`src/rtl/aes_sched_pkg.sv`:
```
// aes_sched_pkg: shared widths, key-size codes and FSM states for the AES scheduler
package aes_sched_pkg;
  localparam int AES_KEY_W = 256;
  localparam int AES_BLK_W = 128;
  localparam logic [1:0] AES_SZ_128 = 2'b00;
  localparam logic [1:0] AES_SZ_192 = 2'b01;
  localparam logic [1:0] AES_SZ_256 = 2'b10;
  localparam logic [1:0] AES_SZ_RSVD = 2'b11;
  typedef enum logic [2:0] {ST_IDLE, ST_ISSUE, ST_WAIT_BUSY, ST_WAIT_DONE, ST_RESP} state_e;
endpackage

```
`src/rtl/aes_rr_pick.sv`:
```
// aes_rr_pick: rotate-priority picker, first set valid bit at or after ptr (mod N)
module aes_rr_pick #(
  parameter int N  = 2,
  parameter int IW = $clog2(N)
) (
  input  logic [N-1:0]  valid_i,
  input  logic [IW-1:0] ptr_i,
  output logic          found_o,
  output logic [IW-1:0] idx_o
);
  always_comb begin
    logic [IW:0] s;
    s = '0;
    found_o = 1'b0;
    idx_o = '0;
    // scan from the farthest offset down so the nearest hit wins
    for (int k = N - 1; k >= 0; k--) begin
      s = {1'b0, ptr_i} + (IW+1)'(k);
      s = (s >= (IW+1)'(N)) ? s - (IW+1)'(N) : s;
      if (valid_i[s[IW-1:0]]) begin
        found_o = 1'b1;
        idx_o = s[IW-1:0];
      end
    end
  end
endmodule

```
`src/rtl/aes_sched.sv`:
```
// aes_sched: round-robin sharing of one AES engine; AES_SCHED_TIMEOUT_EN adds a completion watchdog
module aes_sched
  import aes_sched_pkg::*;
#(
  parameter int NUM_REQ     = 2,
  parameter int TIMEOUT_CYC = 1024
) (
  input  logic                           clk,
  input  logic                           rst_n,
  input  logic [NUM_REQ-1:0]             req_valid_i,
  output logic [NUM_REQ-1:0]             req_ready_o,
  input  logic [NUM_REQ*AES_KEY_W-1:0]   req_key_i,
  input  logic [NUM_REQ*AES_BLK_W-1:0]   req_data_i,
  input  logic [NUM_REQ*2-1:0]           req_size_i,
  input  logic [NUM_REQ-1:0]             req_dec_i,
  output logic [NUM_REQ-1:0]             rsp_valid_o,
  input  logic [NUM_REQ-1:0]             rsp_ready_i,
  output logic [AES_BLK_W-1:0]           rsp_data_o,
  output logic                           rsp_err_o,
  output logic                           eng_load_o,
  output logic [AES_KEY_W-1:0]           eng_key_o,
  output logic [AES_BLK_W-1:0]           eng_data_o,
  output logic [1:0]                     eng_size_o,
  output logic                           eng_dec_o,
  input  logic [AES_BLK_W-1:0]           eng_data_i,
  input  logic                           eng_busy_i,
  output logic                           busy_o,
  output logic [15:0]                    op_cnt_o
);
  localparam int IW = $clog2(NUM_REQ);

  state_e               state_q, state_d;
  logic [IW-1:0]        ptr_q, ptr_d, gnt_q, gnt_d, cand;
  logic [AES_KEY_W-1:0] key_q, key_d;
  logic [AES_BLK_W-1:0] data_q, data_d, rsp_data_q, rsp_data_d;
  logic [1:0]           size_q, size_d;
  logic                 dec_q, dec_d, rsp_err_q, rsp_err_d, load_q, load_d, busy_q, busy_d;
  logic [NUM_REQ-1:0]   rsp_valid_q, rsp_valid_d;
  logic [15:0]          op_cnt_q, op_cnt_d;
  logic                 found, tmo;

  aes_rr_pick #(.N(NUM_REQ), .IW(IW)) u_pick (
    .valid_i(req_valid_i),
    .ptr_i  (ptr_q),
    .found_o(found),
    .idx_o  (cand)
  );

  assign req_ready_o = (state_q == ST_IDLE && found) ? NUM_REQ'(1) << cand : '0;

`ifdef AES_SCHED_TIMEOUT_EN
  logic [15:0] tmo_q, tmo_d;
  // counts cycles elapsed since the load pulse; fires on the edge that reaches the limit
  assign tmo_d = (state_q == ST_IDLE) ? '0 : tmo_q + 16'd1;
  assign tmo = tmo_d == 16'(TIMEOUT_CYC);
  always_ff @(posedge clk) begin
    if (!rst_n) tmo_q <= '0;
    else tmo_q <= tmo_d;
  end
`else
  assign tmo = 1'b0;
`endif

  always_comb begin
    state_d = state_q;
    ptr_d = ptr_q;
    gnt_d = gnt_q;
    key_d = key_q;
    data_d = data_q;
    size_d = size_q;
    dec_d = dec_q;
    rsp_data_d = rsp_data_q;
    rsp_err_d = rsp_err_q;
    op_cnt_d = op_cnt_q;
    unique case (state_q)
      ST_IDLE: if (found) begin
        gnt_d = cand;
        key_d = req_key_i[cand*AES_KEY_W +: AES_KEY_W];
        data_d = req_data_i[cand*AES_BLK_W +: AES_BLK_W];
        size_d = req_size_i[cand*2 +: 2];
        dec_d = req_dec_i[cand];
        state_d = (size_d == AES_SZ_RSVD) ? ST_RESP : ST_ISSUE;
        rsp_data_d = (size_d == AES_SZ_RSVD) ? '0 : rsp_data_q;
        rsp_err_d = (size_d == AES_SZ_RSVD) ? 1'b1 : rsp_err_q;
      end
      ST_ISSUE: state_d = ST_WAIT_BUSY;
      ST_WAIT_BUSY: begin
        state_d = eng_busy_i ? ST_WAIT_DONE : tmo ? ST_RESP : ST_WAIT_BUSY;
        rsp_data_d = (!eng_busy_i && tmo) ? '0 : rsp_data_q;
        rsp_err_d = (!eng_busy_i && tmo) ? 1'b1 : rsp_err_q;
      end
      ST_WAIT_DONE: begin
        state_d = (!eng_busy_i || tmo) ? ST_RESP : ST_WAIT_DONE;
        rsp_data_d = !eng_busy_i ? eng_data_i : tmo ? '0 : rsp_data_q;
        rsp_err_d = !eng_busy_i ? 1'b0 : tmo ? 1'b1 : rsp_err_q;
      end
      ST_RESP: if (rsp_ready_i[gnt_q]) begin
        state_d = ST_IDLE;
        ptr_d = (gnt_q == IW'(NUM_REQ - 1)) ? '0 : gnt_q + 1'b1;
        op_cnt_d = op_cnt_q + 16'd1;
      end
      default: state_d = ST_IDLE;
    endcase
    load_d = state_d == ST_ISSUE;
    busy_d = state_d != ST_IDLE;
    rsp_valid_d = (state_d == ST_RESP) ? NUM_REQ'(1) << gnt_d : '0;
  end

  always_ff @(posedge clk) begin
    if (!rst_n) begin
      state_q <= ST_IDLE;
      ptr_q <= '0;
      gnt_q <= '0;
      key_q <= '0;
      data_q <= '0;
      size_q <= '0;
      dec_q <= 1'b0;
      rsp_data_q <= '0;
      rsp_err_q <= 1'b0;
      load_q <= 1'b0;
      busy_q <= 1'b0;
      rsp_valid_q <= '0;
      op_cnt_q <= '0;
    end else begin
      state_q <= state_d;
      ptr_q <= ptr_d;
      gnt_q <= gnt_d;
      key_q <= key_d;
      data_q <= data_d;
      size_q <= size_d;
      dec_q <= dec_d;
      rsp_data_q <= rsp_data_d;
      rsp_err_q <= rsp_err_d;
      load_q <= load_d;
      busy_q <= busy_d;
      rsp_valid_q <= rsp_valid_d;
      op_cnt_q <= op_cnt_d;
    end
  end

  assign rsp_valid_o = rsp_valid_q;
  assign rsp_data_o = rsp_data_q;
  assign rsp_err_o = rsp_err_q;
  assign eng_load_o = load_q;
  assign eng_key_o = key_q;
  assign eng_data_o = data_q;
  assign eng_size_o = size_q;
  assign eng_dec_o = dec_q;
  assign busy_o = busy_q;
  assign op_cnt_o = op_cnt_q;
endmodule

```
`config.mk`:
```
export PLATFORM = sky130hd
export DESIGN_NAME = aes_sched
export DESIGN_NICKNAME = d
export VERILOG_FILES = /design/src/rtl/aes_sched_pkg.sv /design/src/rtl/aes_rr_pick.sv /design/src/rtl/aes_sched.sv
export SDC_FILE = /design/constraint.sdc
export NUM_CORES = 1
export LEC_CHECK = 0
export CAP_MARGIN = 10
export CORE_AREA = 2 2 563 565
export DETAILED_ROUTE_END_ITERATION = 7
export DIE_AREA = 0 0 565 567
export HOLD_SLACK_MARGIN = 0.05
export PLACE_DENSITY = 0.3
export SLEW_MARGIN = 25
export SYNTH_ARGS = -nofsm -noshare
export SYNTH_HDL_FRONTEND = slang
export SYNTH_HIERARCHICAL = 1
export SYNTH_SLANG_ARGS = --single-unit
```
`constraint.sdc`:
```
create_clock -name clk -period 3.6 [get_ports clk]
set_input_delay 0.72 -clock clk [delete_from_list [all_inputs] [get_ports clk]]
set_output_delay 0.72 -clock clk [all_outputs]
set_load 0.005 [all_outputs]
```
==> run summary, run 1 <==
number of global-route vias before repair: 24800
slowest cell on the critical path: clkdlybuf4s50_1
worst-path cell chain: clkdlybuf4s50_1 > or2_1 > nor4b_2 > and2_1 > buf_12
largest net degree at the start of global routing: 131
Worst Clk Skew: 0.0491 ns
Final Hold Viols: 0
Filler Cell Count: 35400
core footprint: 314000 um2
detailed-route wire length per cell: 24.7 um
Finished Cell Area: 45500 um2
hold_buf cts: 0
Die H: 567 um
initial DRC count: 1244
clock root buffer: clkbuf_16
Initial Util: 7.33%
Startpoint Class: primary input
Yosys warning count: 6
synth top area cells: dfxtp_1 (47%), mux2i_1 (22%), a211oi_1 (13%), nor2_1 (6.6%), nand2_1 (4.3%)
Max Cap Viol: 0
die width: 565 um
fin crit period: 3.46 ns
number of non-filler instances in the completed layout: 8092
fin nets: 4754
Longest Clk Path Bufs: 4
Multi-input gate area: 11100 um2
register area: 10800 um2
ys async rst share: 0%
GRT overflow: 0
critical path's top delay family: simple AND/OR/NAND/NOR gates
clk sinks: 541
Max stage delay on crit path: 0.54 ns
P per Cell Area: 487 nW/um2
CP required: 2.88 ns
CP Max Fanout: 3
Setup Slack @ Placement: 0.165 ns
max_slew headroom: 26.1%
Inst Count DP: 7919
clk_lat worst skew: 0.79 ns
Fmax achieved: 0.289 GHz
Leakage: 16.1 nW
initial antenna violation count: 120
number of port buffers: 1446
sum of buffers and inverters on the critical path: 2
Post-DP Area: 42900 um2
commonest non-fill, non-tap cell in the layout: clkdlybuf4s50_1
fin. max-slew vios: 0
unrepaired setup endpoints after global routing: no
setup bufs post-CTS: 0
H-tree lvl count: 3
post-synth top area cell: dfxtp_1
# setup viols final: 0
Clock transition at path regs: 0.06 ns
share of layout cells above drive strength 1: 6.51%
DRT Wirelength: 200 mm
Area Overhead vs Synth: 97.8%
Mapped Cells: 2415
cell row count: 206
Routed Antenna Nets: 0
CP endpoint kind: output pin
Via-to-Cell Ratio: 3.01
syn_area_per_cell: 9.53 um2
fin crit share: 96.1%
crit path DAT: 2.74 ns
DP Wirelength: 170 mm
status: finished, final reports clean
most frequent cells in the layout: clkdlybuf4s50_1 (1443), dfxtp_1 (541), mux2i_1 (516)
Netlist cell types: 40
CTS tree: built
routability cong.: 0.895
cts bufs inserted: 83
number of synthesized flops with an enable pin: 0
Resize count post-CTS: 0
Setup CP Type: primary input to output pin
Worst IR Drop VDD: 0.288 mV
total number of vias: 24300
I/O pins: 1447
Post-Route Utilization: 14.5%
first-pass GRT wire length: 254 mm
number of synthesized register bits: 541
DRC Markers: 0
Main synth FF type: dfxtp_1
sequential share of the synthesized area: 47.0%
Total GRT Usage: 12.0%
hold crit path type: flop to flop
Synth top area share: 47.0%
mapped cell area: 23000 um2
actual slew at the worst max-slew pin: 1.11 ns
DRT Pass-1 Iters: 5
Final WS setup: 0.141 ns
Setup TNS: 0 ns
Synth Net Count: 3325
die area: 320000 um2
-- path summary, 6_finish.rpt --
| path | cells after the start | slack (ns) | startpoint | end |
|---|---|---|---|---|
| max | 5 | 0.14 | req_valid_i[0] | req_ready_o[1] |
| min | 2 | 0.46 | rsp_data_o[107] | rsp_data_o[107] |
| max reg2reg | 8 | 1.15 | ptr_q | rsp_data_o[57] |
| min reg2reg | 2 | 0.46 | rsp_data_o[107] | rsp_data_o[107] |
-- stage by stage --
step           power (mW)  hold WS [ns]
6_report             22.2         0.459
2_1_floorplan        9.87         0.454
3_3_place_gp         14.3         0.445
5_1_grt              23.4         0.452
3_5_place_dp         14.3         0.454
4_1_cts              22.8         0.404
-- synthesized netlist by cell type (all sizes together), types with 6 or more instances --
cell type	n
mux2i	516
o21ai	10
or3	8
nor2	403
a211oi	387
dfxtp	541
nand3	6
buf	119
clkbuf	102
nand2	263
a21oi	14
nand4	6
-- power breakdown --
group / internal (mW) / switching [mW] / leakage, nW / total, mW
logic: 3.47 / 3.18 / 10.4 / 6.65
clock network: 4.76 / 3.38 / 1.27 / 8.14
registers: 6.85 / 0.530 / 4.46 / 7.38
total: 15.1 / 7.09 / 16.1 / 22.2
-- metal layers --
layer	routed length, um	global-route usage (%)	vias up
met5	501	0	-
met4	3560	2.09	80
met3	26700	6.71	253
met2	87600	18.7	1242
met1	81900	14.3	11300
li1	-	-	11500
-- worst min-delay path, stage by stage (launching register included) --
cell and delay, ns:
dfxtp_1 0.30, nand2_1 0.05, mux2i_1 0.05
-- state kept, by name, summed over array words and instances (netlist names), 2 cells and up --
| register | cells |
|---|---|
| state_q | 3 |
| op_cnt_o | 16 |
| eng_size_o | 2 |
| eng_key_o | 256 |
| eng_data_o | 128 |
| rsp_valid_o | 2 |
| rsp_data_o | 128 |
-- logic make-up (layout without fill, tap and decap cells) --
kind of cell             count (synthesis)  after routing  share of synthesized area (%)
buffers and inverters                  225           1711                           4.71
AO/OA/AOI/OAI                          417            417                           13.4
AND/OR/NAND/NOR                        708            708                           12.1
multiplexers                           517            517                           22.5
flip-flops                             541            541                           47.0
XOR/XNOR                                 6              6                          0.228
other                                    0             31                              0
adder cells (fa/ha/maj)                  1              1                         0.0543
-- final cells by class --
type	count	share of cell area, %
multi-input combinational	1649	24.5
tap	4160	11.4
timing repair buffer	1565	34.4
inverter	4	0.0494
sequential	541	23.8
clock inverter	24	0.555
antenna	31	0.170
clock buffer	118	5.18
No activity file was read; power rests on OpenSTA's default activity.
==> inputs of run 2 (changes only) <==
- HOLD_SLACK_MARGIN: 0.05 -> 0.15
==> results of run 2 <==
No change in the layout: final DEF, timing and power equal those of run 1.
